File: src/rtl/spi_input_frontend_if.sv
// Raw SPI pins into the front end and the conditioned levels and edge pulses it produces.
interface spi_input_frontend_if;
   logic sclk_in;
   logic cs_in;
   logic mosi_in;
   logic sclk;
   logic sclk_rise;
   logic sclk_fall;
   logic cs;
   logic cs_fall;
   logic cs_rise;
   logic mosi;

   modport master (
      output sclk_in, cs_in, mosi_in,
      input  sclk, sclk_rise, sclk_fall, cs, cs_fall, cs_rise, mosi
   );

   modport slave (
      input  sclk_in, cs_in, mosi_in,
      output sclk, sclk_rise, sclk_fall, cs, cs_fall, cs_rise, mosi
   );
endinterface

File: src/rtl/spi_input_frontend.sv
// Synchronises and debounces the raw SPI pins; a level must hold WAIT cycles at the
// synchroniser output before the conditioned level moves, with a one-cycle edge pulse.
module spi_input_frontend_chan #(
   parameter int   WAIT    = 3,
   parameter logic RST_VAL = 1'b0
) (
   input  logic clk,
   input  logic reset,
   input  logic pin,
   output logic level,
   output logic rise,
   output logic fall
);
   localparam int             CW      = $clog2(WAIT) + 1;
   localparam logic [CW-1:0] CNT_MAX = CW'(WAIT - 1);
   localparam logic [CW-1:0] CNT_ONE = CW'(1);

   logic          sync0_q, sync0_d;
   logic          sync1_q, sync1_d;
   logic          cond_q, cond_d;
   logic [CW-1:0] cnt_q, cnt_d;
   logic          rise_q, rise_d;
   logic          fall_q, fall_d;

   always_comb begin
      sync0_d = pin;
      sync1_d = sync0_q;
      cond_d  = cond_q;
      cnt_d   = cnt_q;
      rise_d  = 1'b0;
      fall_d  = 1'b0;
      if (sync1_q == cond_q) begin
         cnt_d = '0;
      end else if (cnt_q == CNT_MAX) begin
         cond_d = sync1_q;
         cnt_d  = '0;
         rise_d = sync1_q;
         fall_d = ~sync1_q;
      end else begin
         cnt_d = cnt_q + CNT_ONE;
      end
   end

   // Synchroniser flops reset to the idle level so reset release never looks like an edge.
   always_ff @(posedge clk) begin
      if (reset) begin
         sync0_q <= RST_VAL;
         sync1_q <= RST_VAL;
         cond_q  <= RST_VAL;
         cnt_q   <= '0;
         rise_q  <= 1'b0;
         fall_q  <= 1'b0;
      end else begin
         sync0_q <= sync0_d;
         sync1_q <= sync1_d;
         cond_q  <= cond_d;
         cnt_q   <= cnt_d;
         rise_q  <= rise_d;
         fall_q  <= fall_d;
      end
   end

   assign level = cond_q;
   assign rise  = rise_q;
   assign fall  = fall_q;
endmodule

module spi_input_frontend #(
   parameter int SCLK_WAIT = 3,
   parameter int CS_WAIT   = 3,
   parameter int MOSI_WAIT = 3
) (
   input logic           clk,
   input logic           reset,
   spi_input_frontend_if.slave bus
);
   logic mosi_rise_unused;
   logic mosi_fall_unused;

   spi_input_frontend_chan #(.WAIT(SCLK_WAIT), .RST_VAL(1'b0)) u_sclk (
      .clk   (clk),
      .reset (reset),
      .pin   (bus.sclk_in),
      .level (bus.sclk),
      .rise  (bus.sclk_rise),
      .fall  (bus.sclk_fall)
   );

   // CS is active low, so its idle level is 1.
   spi_input_frontend_chan #(.WAIT(CS_WAIT), .RST_VAL(1'b1)) u_cs (
      .clk   (clk),
      .reset (reset),
      .pin   (bus.cs_in),
      .level (bus.cs),
      .rise  (bus.cs_rise),
      .fall  (bus.cs_fall)
   );

   spi_input_frontend_chan #(.WAIT(MOSI_WAIT), .RST_VAL(1'b0)) u_mosi (
      .clk   (clk),
      .reset (reset),
      .pin   (bus.mosi_in),
      .level (bus.mosi),
      .rise  (mosi_rise_unused),
      .fall  (mosi_fall_unused)
   );

   logic unused_ok;
   assign unused_ok = mosi_rise_unused ^ mosi_fall_unused;
endmodule

File: src/flat_wrapper.sv
// flat-port wrapper written by rule: the top's interface ports become plain ports
module spi_input_frontend_flat 
#(
   parameter int SCLK_WAIT = 3,
   parameter int CS_WAIT   = 3,
   parameter int MOSI_WAIT = 3
)
  (clk, reset, bus_sclk_in, bus_cs_in, bus_mosi_in, bus_sclk, bus_sclk_rise, bus_sclk_fall, bus_cs, bus_cs_fall, bus_cs_rise, bus_mosi);
  spi_input_frontend_if bus_i ();
  input logic clk;
  input logic reset;
  input wire logic [$bits(bus_i.sclk_in)-1:0] bus_sclk_in;
  input wire logic [$bits(bus_i.cs_in)-1:0] bus_cs_in;
  input wire logic [$bits(bus_i.mosi_in)-1:0] bus_mosi_in;
  output wire logic [$bits(bus_i.sclk)-1:0] bus_sclk;
  output wire logic [$bits(bus_i.sclk_rise)-1:0] bus_sclk_rise;
  output wire logic [$bits(bus_i.sclk_fall)-1:0] bus_sclk_fall;
  output wire logic [$bits(bus_i.cs)-1:0] bus_cs;
  output wire logic [$bits(bus_i.cs_fall)-1:0] bus_cs_fall;
  output wire logic [$bits(bus_i.cs_rise)-1:0] bus_cs_rise;
  output wire logic [$bits(bus_i.mosi)-1:0] bus_mosi;
  assign bus_i.sclk_in = bus_sclk_in;
  assign bus_i.cs_in = bus_cs_in;
  assign bus_i.mosi_in = bus_mosi_in;
  assign bus_sclk = bus_i.sclk;
  assign bus_sclk_rise = bus_i.sclk_rise;
  assign bus_sclk_fall = bus_i.sclk_fall;
  assign bus_cs = bus_i.cs;
  assign bus_cs_fall = bus_i.cs_fall;
  assign bus_cs_rise = bus_i.cs_rise;
  assign bus_mosi = bus_i.mosi;
  spi_input_frontend #(.SCLK_WAIT(SCLK_WAIT), .CS_WAIT(CS_WAIT), .MOSI_WAIT(MOSI_WAIT)) u_core (.clk(clk), .reset(reset), .bus(bus_i));
endmodule
File: config.mk
export PLATFORM = sky130hd
export DESIGN_NAME = spi_input_frontend_flat
export DESIGN_NICKNAME = d
export VERILOG_FILES = /design/src/rtl/spi_input_frontend_if.sv /design/src/rtl/spi_input_frontend.sv /design/src/flat_wrapper.sv
export SDC_FILE = /design/constraint.sdc
export NUM_CORES = 1
export LEC_CHECK = 0
export ABC_AREA = 1
export CAP_MARGIN = 20
export CORE_ASPECT_RATIO = 1.1
export CORE_MARGIN = 10
export CORE_UTILIZATION = 36
export CTS_CLUSTER_DIAMETER = 60
export DETAILED_ROUTE_END_ITERATION = 6
export GPL_ROUTABILITY_DRIVEN = 0
export MAX_ROUTING_LAYER = met4
export PLACE_DENSITY = 0.62
export SLEW_MARGIN = 15
export SYNTH_ARGS = -nofsm -noshare
export SYNTH_HDL_FRONTEND = slang
export SYNTH_SLANG_ARGS = --single-unit
File: constraint.sdc
create_clock -name clk -period 2.2 [get_ports clk]
set_input_delay 0.33 -clock clk [delete_from_list [all_inputs] [get_ports clk]]
set_output_delay 0.33 -clock clk [all_outputs]
set_load 0.02 [all_outputs]
==> results of run 1 <==
## path summary, 6_finish.rpt
kind | slack, ps | start | to | cells past startpoint
max | 500 | u_core.u_cs.level | bus_cs | 1
min | 410 | u_core.u_sclk.sync0_q | u_core.u_sclk.sync1_q | 2
max reg2reg | 1160 | u_core.u_cs.cnt_q[0] | u_core.u_cs.cnt_q[2] | 5
min reg2reg | 410 | u_core.u_sclk.sync0_q | u_core.u_sclk.sync1_q | 2
## synth_stat cells (all sizes together)
cell,number
dfxtp,22
nor2,22
inv,19
nand2,13
ha,6
xnor2,3
a21oi,2
nand3,2
nand4,2
nor4,2
o21ai,2
or2,2
buf,1
## tightest hold or removal path, stage by stage, from the launching register on
cell                      delay [ps]
sky130_fd_sc_hd__dfxtp_1         310
sky130_fd_sc_hd__inv_1            40
sky130_fd_sc_hd__nor2_1           30
## layout make-up
class / count / area, µm² / share of cell area, %
clock buffer: 3 / 22.5 / 2.25
multi-input combinational: 56 / 318 / 31.8
tap: 30 / 37.5 / 3.75
sequential: 22 / 440 / 44.1
inverter: 19 / 71.3 / 7.13
timing repair buffer: 11 / 110 / 11.0
## power groups by stage
stage / clock network, mW / logic (mW) / registers (mW)
after floorplan: 0 / 0.0160 / 0.418
after global placement: 0 / 0.0245 / 0.418
after detailed placement: 0 / 0.0254 / 0.418
after CTS: 0.179 / 0.0256 / 0.409
after global routing: 0.197 / 0.0290 / 0.411
final: 0.165 / 0.0251 / 0.409
## layer usage
| metal | part of all wire, % | wire length, µm |
|---|---|---|
| met1 | 47 | 540 |
| met3 | 6.0 | 70 |
| met4 | 1.1 | 13 |
| met5 | 0 | 0 |
| met2 | 46 | 533 |
## logic make-up after synthesis
kind of cell / Yosys count / share of synthesized area (%)
xor gates and xnor gates: 3 / 3.13
and+or+nand+nor: 43 / 23.4
AOI/OAI and AO/OA: 4 / 2.38
buffers and inverters: 20 / 9.82
DFF: 22 / 52.4
adders and majority gates: 6 / 8.93
## stage by stage
stage | std cells | setup WS, ps | total power [mW]
final | 141 | 502 | 0.600
after global placement | 138 | 672 | 0.443
after detailed placement | 138 | 642 | 0.444
after global routing | 141 | 415 | 0.636
after floorplan | 98 | 1270 | 0.434
after CTS | 141 | 466 | 0.614
==> results.md, run 1 <==
Outcome:
- The flow ran to the end, and the final reports show no timing, DRC or antenna violations.

Place:
- The cell area after placement is 977 µm².
- The detailed placer's ending HPWL is 941 µm.
- Buffers placed on the I/O ports in this run total 11.

Cells and area:
- The antenna cell count is 0.
- The final-stage net count is 124.
- From synthesis to final layout, the design area changed by 18.9%.
- In the final layout, the share of cells above drive strength 1 is 9.01%.
- Measured on the finished design, the core utilization comes to 44.8%.
- The largest registers in the layout are u_core.u_cs.cnt_q x3, u_core.u_mosi.cnt_q x3, u_core.u_sclk.cnt_q x3.
- The library cells used most frequently in the layout, excluding fill and tap cells, are sky130_fd_sc_hd__dfxtp_1 (22), sky130_fd_sc_hd__nor2_1 (21), sky130_fd_sc_hd__inv_1 (16).
- Once layout is done, the placed cells without fillers occupy 1000 µm².
- Counting the fill cells in the layout gives 226.
- The most common library cell in the layout ignoring fill and taps is sky130_fd_sc_hd__dfxtp_1.

Critical path:
- On the critical path the largest part of the delay comes from buffers and inverters.
- On the critical path, the stage with the largest delay is an instance of sky130_fd_sc_hd__clkdlybuf4s50_1.
- At the worst endpoint, the arrival time is 1370 ps.
- STA puts the critical path data required time at 1870 ps.
- The worst stage delay on the critical path is 640 ps.
- The worst setup path is launched from a register.
- Counting both buffers and inverters, the worst setup path holds a total of 1.
- The critical path goes through clkdlybuf4s50_1.
- The category of the worst setup path capture point is a primary output.
- The highest net fanout along the worst path is 5.
- The type of the setup path with the least slack is register to primary output.

Timing:
- The count of pins over their slew limit is 0.
- Across the routed clock network, the largest skew measured is 0.568 ps.
- The worst path needs 1700 ps of the cycle, external delays included.
- The maximum achievable frequency is 0.589 GHz.
- For the pin with the worst max-slew slack, the measured transition is 484 ps.
- The sum of negative setup slack is 0 ps.
- Setup violations remaining at the end of the flow were counted as 0.
- Setup repair after global routing left no endpoint under its margin.
- The number of hold-slack violations in the final timing report was 0.
- Hold is met by 409 ps.
- The normalized max-slew margin is 67.6%.
- In the finished design, the share of the clock period the worst path needs comes to 77.2%.

Global routing:
- The largest net degree at the start of global routing is 15.
- The most used routing layer is met2.
- The total routing resource utilization after global routing is 5.71%.
- The global route total overflow is 0.
- The met3 track demand over resource is 1.89%.
- The first global-routing pass estimated 2080 µm of wire.
- In the global route stage, met2 resource usage came out at 8.41%.
- The initial antenna violation count came to 0.
- The via count of the first global-routing pass is 524.
- The met1 track demand over resource is 6.21%.

Floorplanning:
- The die area is 0.00467 mm².
- The initialized floorplan defines 18 standard-cell rows.
- After floorplanning, the core was sized to cover 0.00223 mm².
- The die is 70.7 µm tall.
- The die span in x is 66.1 µm.
- For this configuration, the core starts out at a cell density of 37.7%.
- The top-level I/O count is 12.

Yosys:
- Of the post-synthesis cell area, the dominant cell type holds 52.4%.
- Dividing the synthesized area by the synthesized cell count gives 8.58 µm².
- By area the synthesized netlist is led by sky130_fd_sc_hd__dfxtp_1 (52%), sky130_fd_sc_hd__nor2_1 (9.4%), sky130_fd_sc_hd__ha_1 (8.9%).
- The synthesized design contains 22 register bits.
- The post-synthesis cell type count is 16.
- The net count after synthesis is 109.
- The total of warnings raised by yosys is 0.
- The cell count after synthesis is 98.
- The library cell occupying the most area in the post-synthesis netlist is sky130_fd_sc_hd__dfxtp_1.
- The post-synthesis cell area is 841 µm².
- The sequential element share of the synthesized area is 52.4%.

Clocking:
- Clock tree synthesis inserted a total of 3 buffers.
- The number of hold buffers added after CTS was 0.
- For the worst-skew pair, the clock arrives at the later sink with an insertion delay of 290 ps.
- CTS built an H-tree with a depth of 1.
- TritonCTS built the clock tree.
- After clock tree synthesis, the clock-pin slew on the worst setup and hold paths is 100 ps.
- Post-CTS timing repair inserted 0 buffers for setup.
- Counting every sink on the clock net gives 22.
- The clock root buffer is sky130_fd_sc_hd__clkbuf_4.
- The number of instances resized during post-cts repair is 0.
- The buffer depth of the longest clock path is 2.

Run:
- The number of maximum-capacitance constraint violations is 0.

Route:
- The final routed wirelength across all metal layers is 1160 µm.
- The average detailed-routed wire length per instance is 8.21 µm.
- After the first detailed-routing iteration, the DRC count stood at 5.
- The via total after detailed routing is 568.
- After detailed routing, the number of vias per cell comes to 4.03.
- The detailed-routing iteration count for the pre-antenna-repair pass is 4.
- In the routed design, unresolved DRC markers number 0.
- The remaining number of nets flagged by the antenna check after routing is 0.

Power:
- Combinational logic burns 4.2% of the power.
- The internal power consumption is 0.481 mW.
- The sequential cell fraction of total power is 68.2%.
- The total power divided by cell area is 600 mW/mm².
- Summed over all cells, the static leakage comes to 0.439 nW.
- For this design the total switching power over the nets is 0.119 mW.
- The maximum VDD drop is 0.000299 V.
- Per report_power, the clock group accounts for 27.6% of the total.
- In this run switching power makes up 19.8% of total power.

Worst hold path:
- The class of the worst hold path is register to register.
No activity file was read; power rests on OpenSTA's default activity.
==> run 2: changes to the inputs <==
Clock period 2.2 ns to 1.7 ns, I/O delays scaled along.
==> run 2 against run 1 <==
Sequential share of layout area fell by 1.4 points. Global-route usage fell by 0.066 points. Sequential power rose by 30%.
==> results.md, run 2 (synthesis gave the netlist of run 1 again) <==
Critical path:
- In this run the critical register-to-register path is launched from u_core.u_cs.cnt_q[0].
- The arrival time of data at the critical path endpoint is 1370 ps (about the same).
- The worst endpoint required time is 1440 ps (-430 ps).
- The worst setup path is launched from a register.
- The most critical setup path has its startpoint at u_core.u_sclk.level.
- The highest net fanout along the worst path is 5 (unchanged).
- The depth of the most critical reg-to-reg path came to 5 (unchanged).
- The setup slack on the worst flop-to-flop path was 660 ps (-500 ps).
- The slowest stage of the critical path belongs to the cell sky130_fd_sc_hd__clkdlybuf4s50_1.
- The category of the worst setup path capture point is a primary output.
- The endpoint of the worst register-to-register path is u_core.u_cs.cnt_q[2].
- The critical path is of the register to primary output type.
- The worst stage delay on the critical path was 640 ps (about the same).
- The number of buffers and inverters on the critical path is 1 (unchanged).
- The dominant delay contributor by cell family on the critical path is buffers and inverters.
- The signal on the critical path passes through clkdlybuf4s50_1.

Timing:
- The count of pins over their slew limit was 0 (unchanged).
- The final clock skew is 11.6 ps (+11.0 ps).
- The number of hold-slack violations in the final timing report is 0 (unchanged).
- The normalized max-slew margin is 67.5% (-0.080 points).
- The maximum achievable frequency is 0.616 GHz.
- The number of setup violations in the final report came to 0 (unchanged).
- The final critical path takes up 95.5% of the cycle.
- The sum of negative setup slack is 0 ps (unchanged).
- Setup repair after global routing left no endpoint under its margin.
- The worst-margin pin slew is 485 ps (+1.20 ps).
- After layout, the minimum clock period comes to 1620 ps.

Clocking:
- The CTS buffer count is 3 (unchanged).
- The buffers inserted during post-CTS setup optimization is 0 (unchanged).
- The level count of the clock H-tree is 1 (unchanged).
- The buffer depth of the longest clock path is 2 (unchanged).
- The count of clock tree sinks came to 22 (unchanged).
- The hold-fix buffer count after cts is 0 (unchanged).
- The clock insertion delay at the later pin of the skew report is 300 ps (about the same).
- The clock transition at the registers of the reported paths came to 120 ps (+20 ps).
- The TritonCTS clock tree is built.
- The number of instances resized during post-cts repair is 0 (unchanged).
- In this run the clock root is driven by a sky130_fd_sc_hd__clkbuf_4.

Floorplanning:
- The die span in x is 66.1 µm (unchanged).
- The core box area came to 0.00223 mm² (unchanged).
- The die area is 0.00467 mm² (unchanged).
- The row count is 18 (unchanged).
- The die extent in y is 70.7 µm (unchanged).
- The starting density of the core is 37.7% (unchanged).
- The top-level I/O count came to 12 (unchanged).

Cells and area:
- The final-stage net count was 124 (unchanged).
- Leaving out fill and tap cells, the most frequent cell in the layout is sky130_fd_sc_hd__dfxtp_1.
- The largest registers in the layout are u_core.u_cs.cnt_q x3, u_core.u_mosi.cnt_q x3, u_core.u_sclk.cnt_q x3.
- The fraction of final layout cells with drive strength greater than 1 is 9.82% (+0.81 points).
- Relative to the synthesized area, the layout overhead comes to 22.8%.
- The end-of-flow core utilization was 46.3% (+1.5 points).
- The antenna cell count is 0 (unchanged).
- In the layout the commonest cells are sky130_fd_sc_hd__dfxtp_1 (22), sky130_fd_sc_hd__nor2_1 (21), sky130_fd_sc_hd__inv_1 (16).

Place:
- The detailed placer's ending HPWL was 932 µm (-0.97%).
- The number of buffer cells added on primary ports came to 11 (unchanged).

Route:
- The final routed wirelength across all metal layers is 1160 µm (+0.52%).
- The post-detailed-route via-to-cell ratio was 4.01 (-0.35%).
- The remaining number of nets flagged by the antenna check after routing is 0 (unchanged).
- The average detailed-routed wire length per instance is 8.20 µm (-0.19%).
- The detailed-routing iteration count for the pre-antenna-repair pass was 4 (unchanged).
- The via total after detailed routing came to 570 (+0.35%).
- The count of unresolved DRC violations after routing is 0 (unchanged).
- The iteration-0 DRC count of the detailed router is 9 (+4).

Global routing:
- The global-route wire length before repair is 2050 µm (-1.3%).
- The initial antenna violation count is 0 (unchanged).
- The global route total overflow is 0 (unchanged).
- The total routing resource utilization after global routing is 5.65% (-0.066 points).
- The via count of the first global-routing pass is 494 (-5.7%).
- The largest net degree at the start of global routing is 15 (unchanged).

Worst hold path:
- The class of the worst hold path is register to register.
- The number of instances on the worst hold path came to 2 (unchanged).
- The startpoint identified for the worst hold timing path is u_core.u_mosi.sync0_q.
- The worst min-delay path endpoint is u_core.u_mosi.sync1_q.

Power:
- The maximum VDD drop is 0.000727 V (+140%).
- The static leakage came to 0.453 nW (+3.1%).
- The total power divided by cell area came to 919 mW/mm² (+53%).

Outcome:
- The run finished with clean final reports.

Run:
- The number of maximum-capacitance constraint violations was 0 (unchanged).
[run 2: area by class of cell]
cell class              count  area (µm²)
repair buffers             11         113
flip-flops and latches     22         440
fillers                   208        1200
inverters                  19        71.3
clock inverters             1        30.0
clock buffers               3        22.5
well taps                  30        37.5
multi-input cells          56         318
[run 2: metrics by stage]
step           instance area [µm²]  total power [mW]  worst slack (ps)  hold slack [ps]  std cells
6_report                      1030             0.949              75.8              406        142
3_3_place_gp                   977             0.573               247              388        138
2_1_floorplan                  841             0.562               774              352         98
5_1_grt                       1030             0.989              17.0              438        142
4_1_cts                       1030             0.964              25.4              408        142
3_5_place_dp                   977             0.574               216              392        138
[run 2: how the worst max path moves through the flow]
stage | slack, ps | cells after the start | end
floorplan | 770 | 7 | u_core.u_mosi.cnt_q[0]
global placement | 250 | 4 | u_core.u_sclk.level
detailed placement | 220 | 4 | u_core.u_sclk.level
CTS | 30 | 1 | bus_cs
global route | 20 | 1 | bus_sclk
finish | 80 | 1 | bus_sclk
[run 2: power breakdown]
group	leakage (nW)	internal (mW)	total (mW)	switching, mW
sequential	0.179	0.525	0.530	0.00509
clock	0.0279	0.238	0.387	0.148
combinational	0.246	0.0158	0.0322	0.0164
[run 2: per-layer routing]
layer	global-route usage, %	vias to the layer above	wire length (µm)
met2	7.88	8	533
met4	4.20	0	12
met1	6.29	241	529
met5	-	-	0
met3	2.20	2	89
li1	-	319	-
[run 2: worst reg2reg max path: stages (launching register included)]
cell	delay (ps)
sky130_fd_sc_hd__dfxtp_1	380
sky130_fd_sc_hd__inv_1	50
sky130_fd_sc_hd__ha_1	200
sky130_fd_sc_hd__nand2_2	120
sky130_fd_sc_hd__nand3_1	140
sky130_fd_sc_hd__nor2_1	110
